$ cat src/rtl/iot_console_controller.sv
// Console keyboard (dev 03) / teleprinter (dev 04) IOT controller.
// Decodes micro-ops, runs rx/tx byte handshakes and raises console irq.
module iot_console_controller #(
  parameter int unsigned TX_DELAY = 100
) (
  input  logic        clk,
  input  logic        reset,
  input  logic        iot_strobe,
  input  logic        sel_kbd,
  input  logic        sel_tty,
  input  logic [2:0]  op,
  input  logic [11:0] ac_in,
  output logic        skip,
  output logic        ac_clr,
  output logic        ac_or,
  output logic [11:0] ac_out,
  output logic        irq,
  input  logic        rx_valid,
  input  logic [7:0]  rx_data,
  output logic        rx_ready,
  output logic        tx_valid,
  output logic [7:0]  tx_data,
  input  logic        tx_ready
);

  typedef enum logic [1:0] {
    S_IDLE,
    S_SEND,
    S_WAIT
  } tx_state_e;

  tx_state_e   state_q, state_d;
  logic [15:0] cnt_q, cnt_d;
  logic [7:0]  kbd_buf_q, kbd_buf_d;
  logic [7:0]  tx_buf_q, tx_buf_d;
  logic        kbd_flag_q, kbd_flag_d;
  logic        tty_flag_q, tty_flag_d;
  logic        ie_q, ie_d;
  logic        irq_q, irq_d;

  logic kbd_act, tty_act;
  logic tty_set, tty_clr, tx_load, tx_done;

  assign kbd_act = iot_strobe & sel_kbd;
  // Keyboard wins when both selects are (illegally) high.
  assign tty_act = iot_strobe & sel_tty & ~sel_kbd;

  assign ac_out  = {4'b0, kbd_buf_q};
  assign tx_data = tx_buf_q;
  assign irq     = irq_q;

  always_comb begin
    skip       = 1'b0;
    ac_clr     = 1'b0;
    ac_or      = 1'b0;
    rx_ready   = 1'b0;
    tty_set    = 1'b0;
    tty_clr    = 1'b0;
    tx_load    = 1'b0;
    kbd_flag_d = kbd_flag_q;
    kbd_buf_d  = kbd_buf_q;
    ie_d       = ie_q;
    if (kbd_act) begin
      if (op == 3'd5) begin
        ie_d = ac_in[0];
      end else begin
        skip   = op[0] & kbd_flag_q;
        ac_clr = op[1];
        ac_or  = op[2];
        if (op == 3'd0 || op[1])
          kbd_flag_d = 1'b0;
      end
    end
    if (tty_act) begin
      unique case (op)
        3'd0:       tty_set = 1'b1;
        3'd1:       skip    = tty_flag_q;
        3'd2, 3'd3: tty_clr = 1'b1;
        3'd4:       tx_load = 1'b1;
        3'd5:       skip    = kbd_flag_q | tty_flag_q;
        default: begin
          tty_clr = 1'b1;
          tx_load = 1'b1;
        end
      endcase
    end
    if (!reset && rx_valid && !kbd_flag_q && !kbd_act) begin
      rx_ready   = 1'b1;
      kbd_buf_d  = rx_data;
      kbd_flag_d = 1'b1;
    end
  end

  always_comb begin
    state_d  = state_q;
    cnt_d    = cnt_q;
    tx_buf_d = tx_buf_q;
    tx_valid = 1'b0;
    tx_done  = 1'b0;
    unique case (state_q)
      S_SEND: begin
        tx_valid = ~reset;
        if (tx_ready) begin
          state_d = S_WAIT;
          cnt_d   = 16'(TX_DELAY - 1);
        end
      end
      S_WAIT: begin
        if (cnt_q == 16'd0) begin
          tx_done = 1'b1;
          state_d = S_IDLE;
        end else begin
          cnt_d = cnt_q - 16'd1;
        end
      end
      default: begin
        if (tx_load) begin
          tx_buf_d = ac_in[7:0];
          state_d  = S_SEND;
        end
      end
    endcase
  end

  // Completion set beats a same-cycle clear.
  always_comb begin
    tty_flag_d = tty_flag_q;
    if (tty_clr)
      tty_flag_d = 1'b0;
    if (tty_set || tx_done)
      tty_flag_d = 1'b1;
    irq_d = ie_q & (kbd_flag_q | tty_flag_q);
  end

  always_ff @(posedge clk) begin
    if (reset) begin
      state_q    <= S_IDLE;
      cnt_q      <= 16'd0;
      kbd_buf_q  <= 8'd0;
      tx_buf_q   <= 8'd0;
      kbd_flag_q <= 1'b0;
      tty_flag_q <= 1'b0;
      ie_q       <= 1'b1;
      irq_q      <= 1'b0;
    end else begin
      state_q    <= state_d;
      cnt_q      <= cnt_d;
      kbd_buf_q  <= kbd_buf_d;
      tx_buf_q   <= tx_buf_d;
      kbd_flag_q <= kbd_flag_d;
      tty_flag_q <= tty_flag_d;
      ie_q       <= ie_d;
      irq_q      <= irq_d;
    end
  end

endmodule

$ cat config.mk
export PLATFORM = sky130hd
export DESIGN_NAME = iot_console_controller
export DESIGN_NICKNAME = d
export VERILOG_FILES = /design/src/rtl/iot_console_controller.sv
export SDC_FILE = /design/constraint.sdc
export NUM_CORES = 1
export LEC_CHECK = 0
export CAP_MARGIN = 20
export CORE_MARGIN = 1
export CORE_UTILIZATION = 50
export CTS_CLUSTER_DIAMETER = 30
export DETAILED_ROUTE_END_ITERATION = 10
export PLACE_DENSITY_LB_ADDON = 0.2
export SETUP_SLACK_MARGIN = 0.2
export SYNTH_ARGS = -nofsm -noshare
export SYNTH_HDL_FRONTEND = slang
export SYNTH_SLANG_ARGS = --single-unit
$ cat constraint.sdc
create_clock -name clk -period 4.55 [get_ports clk]
set_input_delay 0.91 -clock clk [delete_from_list [all_inputs] [get_ports clk]]
set_output_delay 0.91 -clock clk [all_outputs]
set_load 0.03 [all_outputs]
Word-level counts from Yosys, hierarchy flattened
Cells that the tools add are included.
{"block": "totals", "ff_bits": 38, "in_bits": 30, "output_inout_bits": 26, "wordCells": 83}
{"block": "op_classes", "add_sub_neg": 1, "eq_ne": 11, "muxes": 31, "bitwise": 9, "reduce_logical": 23}
{"op": "16-bit 2-to-1 mux", "n": 2}
{"op": "16-bit one-hot mux with 2 select lines", "n": 1}
{"op": "1-bit 2-to-1 mux", "n": 23}
{"op": "16-bit logical NOT", "n": 1}
{"op": "16-bit by 1-bit subtractor with 16-bit output, second input constant", "n": 1}
{"op": "3-bit AND reduction", "n": 3}
{"op": "2-bit nonzero test", "n": 4}
{"op": "3-bit by 2-bit equality test with 1-bit output, second input constant", "n": 2}
{"op": "3-bit equality test, second input constant", "n": 2}
{"op": "2-bit 2-to-1 mux", "n": 3}
{"op": "2-bit != test, second input constant", "n": 3}
{"op": "1-bit bitwise AND", "n": 5}
{"op": "5-bit OR reduction", "n": 1}
{"op": "2-bit one-hot mux with 2 select lines", "n": 1}
{"op": "2-bit AND reduction", "n": 2}
{"op": "4-bit OR reduction", "n": 1}
{"op": "3-bit by 1-bit equality test with 1-bit output, second input constant", "n": 1}
{"op": "1-bit logical AND", "n": 3}
{"op": "1-bit logical NOT", "n": 3}
{"op": "3-bit logical NOT", "n": 1}
{"op": "1-bit inverter", "n": 3}
{"op": "3-bit nonzero test", "n": 1}
{"op": "2-bit by 1-bit equality test with 1-bit output, second input constant", "n": 1}
{"op": "2-bit equality test, second input constant", "n": 1}
{"op": "other kinds (5)", "n": 6}

Logic depth before layout (Yosys ltp)
Gate-level depths: netlist (run 1).
{"block": "logic_depth", "ltp_word": 6, "mapped_depth": 7, "mapped_depth_nobuf": 6}

Least setup slack after synthesis (run 1)
Ideal clock, no wire load.
{"block": "synth_path", "path_type": "input port to output port", "startpoint": "input port reset", "endpoint": "output port rx_ready", "arrival_ns": 1.989, "t_required_ns": 3.640, "slack_ns": 1.651, "stages": 3, "path_buffers": 2, "cell_sequence": "clkbuf_1 > buf_1 > nor3_1"}
{"block": "synth_via", "elab_chain_cells": 5}
{"element": "start, declared", "line_no": "7", "rtl": "input logic reset,"}
{"element": "1-bit logical NOT", "line_no": "87", "rtl": "if (!reset && rx_valid && !kbd_flag_q && !kbd_act) begin"}
{"element": "1-bit logical AND (3 in series)", "line_no": "87"}
{"element": "1-bit 2-to-1 mux", "line_no": "87"}
{"element": "end, declared", "line_no": "20", "rtl": "output logic rx_ready,"}
Every way passes these cells.

Final worst setup path (run 1)
{"block": "layout_path", "startpoint": "input port op[1]", "endpoint": "output port skip"}
{"block": "layout_via", "elab_chain_cells": 5, "elab_cells_between_ends": 6, "classes_between": "2 x eq/ne; 4 x mux"}
{"element": "start, declared", "line_no": "11", "rtl": "input logic [2:0] op,"}
{"element": "3-bit equality test", "line_no": "64, 75"}
{"element": "1-bit 2-to-1 mux", "line_no": "64", "rtl": "if (op == 3'd5) begin"}
{"element": "1-bit 2-to-1 mux", "line_no": "63", "rtl": "if (kbd_act) begin"}
{"element": "1-bit one-hot mux with 2 select lines", "line_no": "75", "rtl": "unique case (op)"}
{"element": "1-bit 2-to-1 mux (*)", "line_no": "74", "rtl": "if (tty_act) begin"}
{"element": "end, declared", "line_no": "13", "rtl": "output logic skip,"}
Mark *: on every way between the ends. The rest lies on a longest branch, timed or not.

==> results.md, run 1 <==
* GP Congestion at 0.848
* Clock Sinks at 38
* Slew @ Worst Pin at slightly below 0.9 ns
* Sw frac at 0.338
* Pwr Density at ~500 nW/um^2
* Resize count post-CTS at 0
* Starting density of the core at 0.544
* WL final at approximately 4.2 mm
* Internal Pwr Total at 0.815 mW
* Switch Pwr at 0.417 mW
* Worst setup EP type: output pin
* Unique masters post-synth at 41
* Final hold vios at 0
* Core area at around 3500 sq um
* Mapped cell area at about 1900 sq um
* Largest net degree at the start of global routing at 27
* Clk pwr share at 0.287
* Post-layout util at 0.726
* GRT Resource Usage Total at 0.224
* Clock insertion delay at the later pin of the skew report at 0.29 ns
* Cts bufs inserted at 5
* Port Buffers at between 40 and 50
* Slew HR at 0.414
* Final setup TNS at 0 ns
* First-pass GRT wire length at 7.15 mm
* Design Area, Final at approximately 2500 sq um
* Minimum period implied by the final worst setup slack at about 3.7 ns
* Slew Viols, Final at 0
* Die Ht at 63.5 um
* Max Root-Sink Buffers at 2
* Largest cells by area after synthesis: dfxtp_1 40%, mux2i_1 12%, nor2_1 4.6%
* Post-CTS Setup Inserts at 0
* Worst setup margin at 0.894 ns
* Fill count at approximately 280
* RSZ-0062 raised after global routing: no
* CTS root buf: clkbuf_8
* Row cnt at 21
* DP HPWL at about 3.0 mm
* Outcome: finished clean
* Sequential power share at 0.360
* Vias post-DR at 1751
* Vias in the first global route at ~1700
* Router iterations before antenna repair at 5
* Clk slew on worst S/H paths at roughly 0.070 ns
* Seq/Total Area, Yosys at 0.403
* Post-synth EDFFs at 0
* #FFs+latches synth at 38
* F_max at ~0.27 GHz
* Num ports at 56
* Hold WS at 0.477 ns
* Leakage power at between 1 and 1.5 nW
* Yosys top cell area share at 0.403
* Leading area contributor after synthesis: dfxtp_1
* H-tree depth at 2
* Nets at approximately 290
* Drt first-iter violations at 84
* Worst EP required at around 3.6 ns
* Vias per cell at between 5 and 6
* Data arrival, critical path at approximately 2.8 ns
* DRC viols at 0
* Setup WS pre-CTS at ~0.93 ns
* Ys flop type: dfxtp_1
* Worst VDD drop at 237 uV
* GR Overflow Total at 0
* Placed cell areas at between 2000 and 2500 sq um
* Synth Area per Inst at between 8 and 9 sq um
* Max FO, Critical Path at 6
* Post-DRT Antenna Nets at 0
* Ys Warns at 0
* # Max-Cap Violations at 0
* CTS tree: done
* Syn Inst Count at 213
* CP startpoint kind: input pin
* Post-synth ARST share at 0
* Die area at approximately 4000 sq um
* Final Cycle Share at 0.803
* Worst Hold Class: register to register
* Comb power frac at 0.353
* Area Overhead vs Synth at 33.3%
* Post-CTS Hold Buffers at 0
* Antenna Diode Count at 0
* Die Wd at 63.5 um
* Final setup fails at 0
* Wire per inst at roughly 14 um
* Worst Clk Skew at 0.00311 ns
* Layout cells sized above 1 at 0.0731
* Crit path kind: input pin to output pin
* Initial antenna violation count at 0
[logic make-up after synthesis]
group / count (synthesis) / synth area share
simple gates: 97 / 0.297
flops: 38 / 0.403
compound gates: 33 / 0.107
mux: 23 / 0.123
buf+inv: 17 / 0.0418
fa+ha+maj: 4 / 0.0265
other cells: 1 / 0.00199
[routing by layer]
metal | vias to the layer above | part of all wire | wire length (um) | global-route usage
li1 | 868 | - | - | -
met1 | 831 | 0.46 | 1940 | 0.274
met2 | 50 | 0.47 | 1980 | 0.371
met3 | 2 | 0.061 | 255 | 0.0815
met4 | 0 | 0.0048 | 20 | 0.0511
met5 | - | 0 | 0 | 0
[registers in the layout, indices dropped and copies added, names as in the netlist]
signal and count:
cnt_q 16, kbd_buf_q 8, tx_data 8, state_q 2
ie_q 1, irq 1, kbd_flag_q 1, tty_flag_q 1
[power groups by stage]
stage	registers, mW	logic, mW	clock network, mW
4_1_cts	0.442	0.433	0.358
3_5_place_dp	0.449	0.429	0
3_3_place_gp	0.447	0.420	0
5_1_grt	0.453	0.482	0.377
6_report	0.444	0.434	0.354
2_1_floorplan	0.449	0.316	0
[layout by cell type (no fill, tap or decap), drive strengths merged, types with 5 or more instances in the layout]
master / count
a21oi: 15
clkbuf: 6
clkdlybuf4s50: 47
dfxtp: 38
inv: 5
mux2i: 22
nand2: 12
nand2b: 7
nand3: 8
nand4: 5
nor2: 23
nor4: 6
o21ai: 5
or3: 7
or4: 9
[cell usage after synthesis, drive strengths merged (2+ instances only)]
cell     n
nor2b    2
and3     4
o21ai    5
a21oi   15
nor2    23
dfxtp   38
mux2i   22
or3      7
and3b    3
nor4     6
nand2   12
buf      5
nand2b   7
or4      9
nor3b    3
ha       4
clkbuf   7
o31ai    4
nor3     3
a311oi   3
nand4    5
o211ai   2
inv      5
nand3    8
[critical path: stages]
cell	delay, ns
clkdlybuf4s50_1	0.48
nand2b_1	0.20
nor3b_1	0.20
a21oi_1	0.05
o21ai_0	0.20
clkdlybuf4s50_1	0.71
[path summary, 6_finish.rpt]
path | from | cells after the start | slack, ns | end
worst max-delay path | op[1] | 6 | 0.89 | skip
worst min-delay path | ie_q | 2 | 0.48 | ie_q
worst max register to register | cnt_q[0] | 6 | 2.24 | cnt_q[12]
worst min register to register | ie_q | 2 | 0.48 | ie_q
[stage by stage]
stage / instances / power (mW)
floorplan: 216 / 0.766
detailed placement: 298 / 0.877
global placement: 298 / 0.867
global route: 306 / 1.31
finish: 306 / 1.23
CTS: 306 / 1.23
[layout make-up]
| class | instances | area [sq um] | area share |
|---|---|---|---|
| Sequential cell | 38 | 761 | 0.302 |
| Multi-Input combinational cell | 161 | 1060 | 0.421 |
| Timing Repair Buffer | 48 | 478 | 0.190 |
| Tap cell | 46 | 57.6 | 0.0229 |
| Clock buffer | 6 | 82.6 | 0.0328 |
| Clock inverter | 2 | 60.1 | 0.0239 |
| Inverter | 5 | 18.8 | 0.00746 |
Note: power is estimated with default switching activity, not from simulation.
==> run 2: changes to the inputs <==
CORE_UTILIZATION = 42   (was 50)
clock period = 3 ns   (was 4.55 ns; I/O delays follow)
==> results.md, run 2 (same netlist as run 1, synthesis figures left out) <==
* Cts bufs inserted at 5 (unchanged)
* Worst reg-to-reg path cell count at 6 (unchanged)
* Most frequent cells in the layout: 43 x clkdlybuf4s50_1, 38 x dfxtp_1, 23 x nor2_1
* CTS tree: done
* R2R setup slack at 0.78 ns (-1.46 ns)
* Slew Viols, Final at 0 (unchanged)
* Crit path kind: input pin to output pin
* WL final at 4.10 mm (-2.2%)
* CP startpoint kind: input pin
* Final Cycle Share at 0.876
* First-pass GRT wire length at 7.16 mm (about the same)
* GRT Resource Usage Total at 0.185 (-0.0388)
* Max Root-Sink Buffers at 2 (unchanged)
* Final setup TNS at 0 ns (unchanged)
* Dpl cells at 309 (+3.7%)
* Outcome: finished clean
* Vias per cell at 5.41 (-5.5%)
* Data arrival, critical path at 2.03 ns (-0.72 ns)
* Die Ht at 69.0 um (+8.8%)
* Area Overhead vs Synth at 32.9%
* Antenna Diode Count at 0 (unchanged)
* Vias post-DR at 1714 (-2.1%)
* Post-CTS Setup Inserts at 0 (unchanged)
* Hold path depth at 2 (unchanged)
* Minimum period implied by the final worst setup slack at around 2.6 ns
* Hold path startpoint: ie_q
* DP HPWL at 2.98 mm (+0.29%)
* Port Buffers at 47 (unchanged)
* H-tree depth at 2 (unchanged)
* Worst r2r src: cnt_q[0]
* F_max at between 0.3 and 0.4 GHz
* # Max-Cap Violations at 0 (unchanged)
* CTS root buf: clkbuf_8
* Min-Delay Endpoint: ie_q
* Clock Sinks at 38 (unchanged)
* Die area at 4770 sq um (+18%)
* RSZ-0062 raised after global routing: no
* Pwr Density at 692 nW/um^2 (+41%)
* Nets at 298 (+1.7%)
* Vias in the first global route at 1664 (-0.060%)
* Post-CTS Hold Buffers at 0 (unchanged)
* Post-DRT Antenna Nets at 0 (unchanged)
* Wire per inst at 12.9 um (-5.6%)
* GP Congestion at 0.749 (-12%)
* Row cnt at 24 (+14%)
* Slew @ Worst Pin at 0.618 ns (-0.252 ns)
* Leading cell type in the layout, fill and taps excluded: clkdlybuf4s50_1
* GR Overflow Total at 0 (unchanged)
* Hold WS at 0.475 ns (-0.00214 ns)
* Reg with most FFs: cnt_q
* Starting density of the core at 0.437 (-0.108)
* Initial antenna violation count at 0 (unchanged)
* Layout cells sized above 1 at 0.102 (+0.0288)
* Core area at 4320 sq um (+25%)
* Clock insertion delay at the later pin of the skew report at 0.30 ns (about the same)
* Worst Hold Class: register to register
* Final setup fails at 0 (unchanged)
* Final hold vios at 0 (unchanged)
* Resize count post-CTS at 0 (unchanged)
* Tot Pwr at 1.74 mW (+41%)
* Cell Count, Final, Fillers Out at 317 (+3.6%)
* Worst VDD drop at 310 uV (+31%)
* Capturing point of the worst reg2reg path: cnt_q[12]
* Router iterations before antenna repair at 4 (-1)
* Worst EP required at 2.40 ns (-1.24 ns)
* Max FFs per register at 16 (unchanged)
* Max FO, Critical Path at 5 (-1)
* Clk slew on worst S/H paths at 0.08 ns (about the same)
* Leakage power at 1.03 nW (+2.1%)
* Largest net degree at the start of global routing at 16 (-41%)
* Drt first-iter violations at 49 (-42%)
* Die Wd at 69.0 um (+8.8%)
* Num ports at 56 (unchanged)
* Worst Clk Skew at 0.00646 ns (+0.00334 ns)
* DRC viols at 0 (unchanged)
* Worst setup EP type: output pin
* Slew HR at 0.584 (+0.170)
## run 2: layer usage
layer	global-route usage	routed length, um	vias up
met5	0	0	-
met4	0.0816	74	0
met3	0.0687	295	7
met2	0.297	1820	47
met1	0.220	1910	783
li1	-	-	877
## run 2: critical path, cell delays in order
cell and delay, ns:
clkdlybuf4s50_1 0.47, buf_4 0.13, and3_1 0.16, clkdlybuf4s50_1 0.66
## run 2: stage by stage
stage           util  setup WS, ns  area [sq um]
4_1_cts        0.580         0.310          2510
5_1_grt        0.580         0.320          2510
3_3_place_gp   0.558         0.310          2410
6_report       0.580         0.372          2510
3_5_place_dp   0.558         0.307          2410
2_1_floorplan      -         0.721          1900
## run 2: worst max path at each step
stage / to / cells after the start / from / slack, ns
6_report: ac_clr / 4 / op[1] / 0.37
5_1_grt: ac_clr / 4 / op[1] / 0.32
4_1_cts: ac_or / 4 / sel_kbd / 0.31
3_5_place_dp: ac_or / 4 / sel_kbd / 0.31
3_3_place_gp: ac_or / 4 / sel_kbd / 0.31
2_1_floorplan: rx_ready / 3 / reset / 0.72
## run 2: cell type report
cell class / count / area, sq um
fillers: 409 / 1810
flip-flops and latches: 38 / 761
repair buffers: 53 / 510
clock inverters: 2 / 12.5
multi-input cells: 161 / 1060
well taps: 52 / 65.1
inverters: 5 / 18.8
clock buffers: 6 / 82.6
## run 2: power breakdown
group          switching [mW]  total, mW  internal [mW]
logic                   0.361      0.690          0.329
clock network           0.188      0.373          0.185
registers              0.0881      0.673          0.585
==> run 3: changes to the inputs <==
CAP_MARGIN = 0   (was 20)
==> results of run 3 <==
No change in the layout: final DEF, timing and power equal those of run 2.
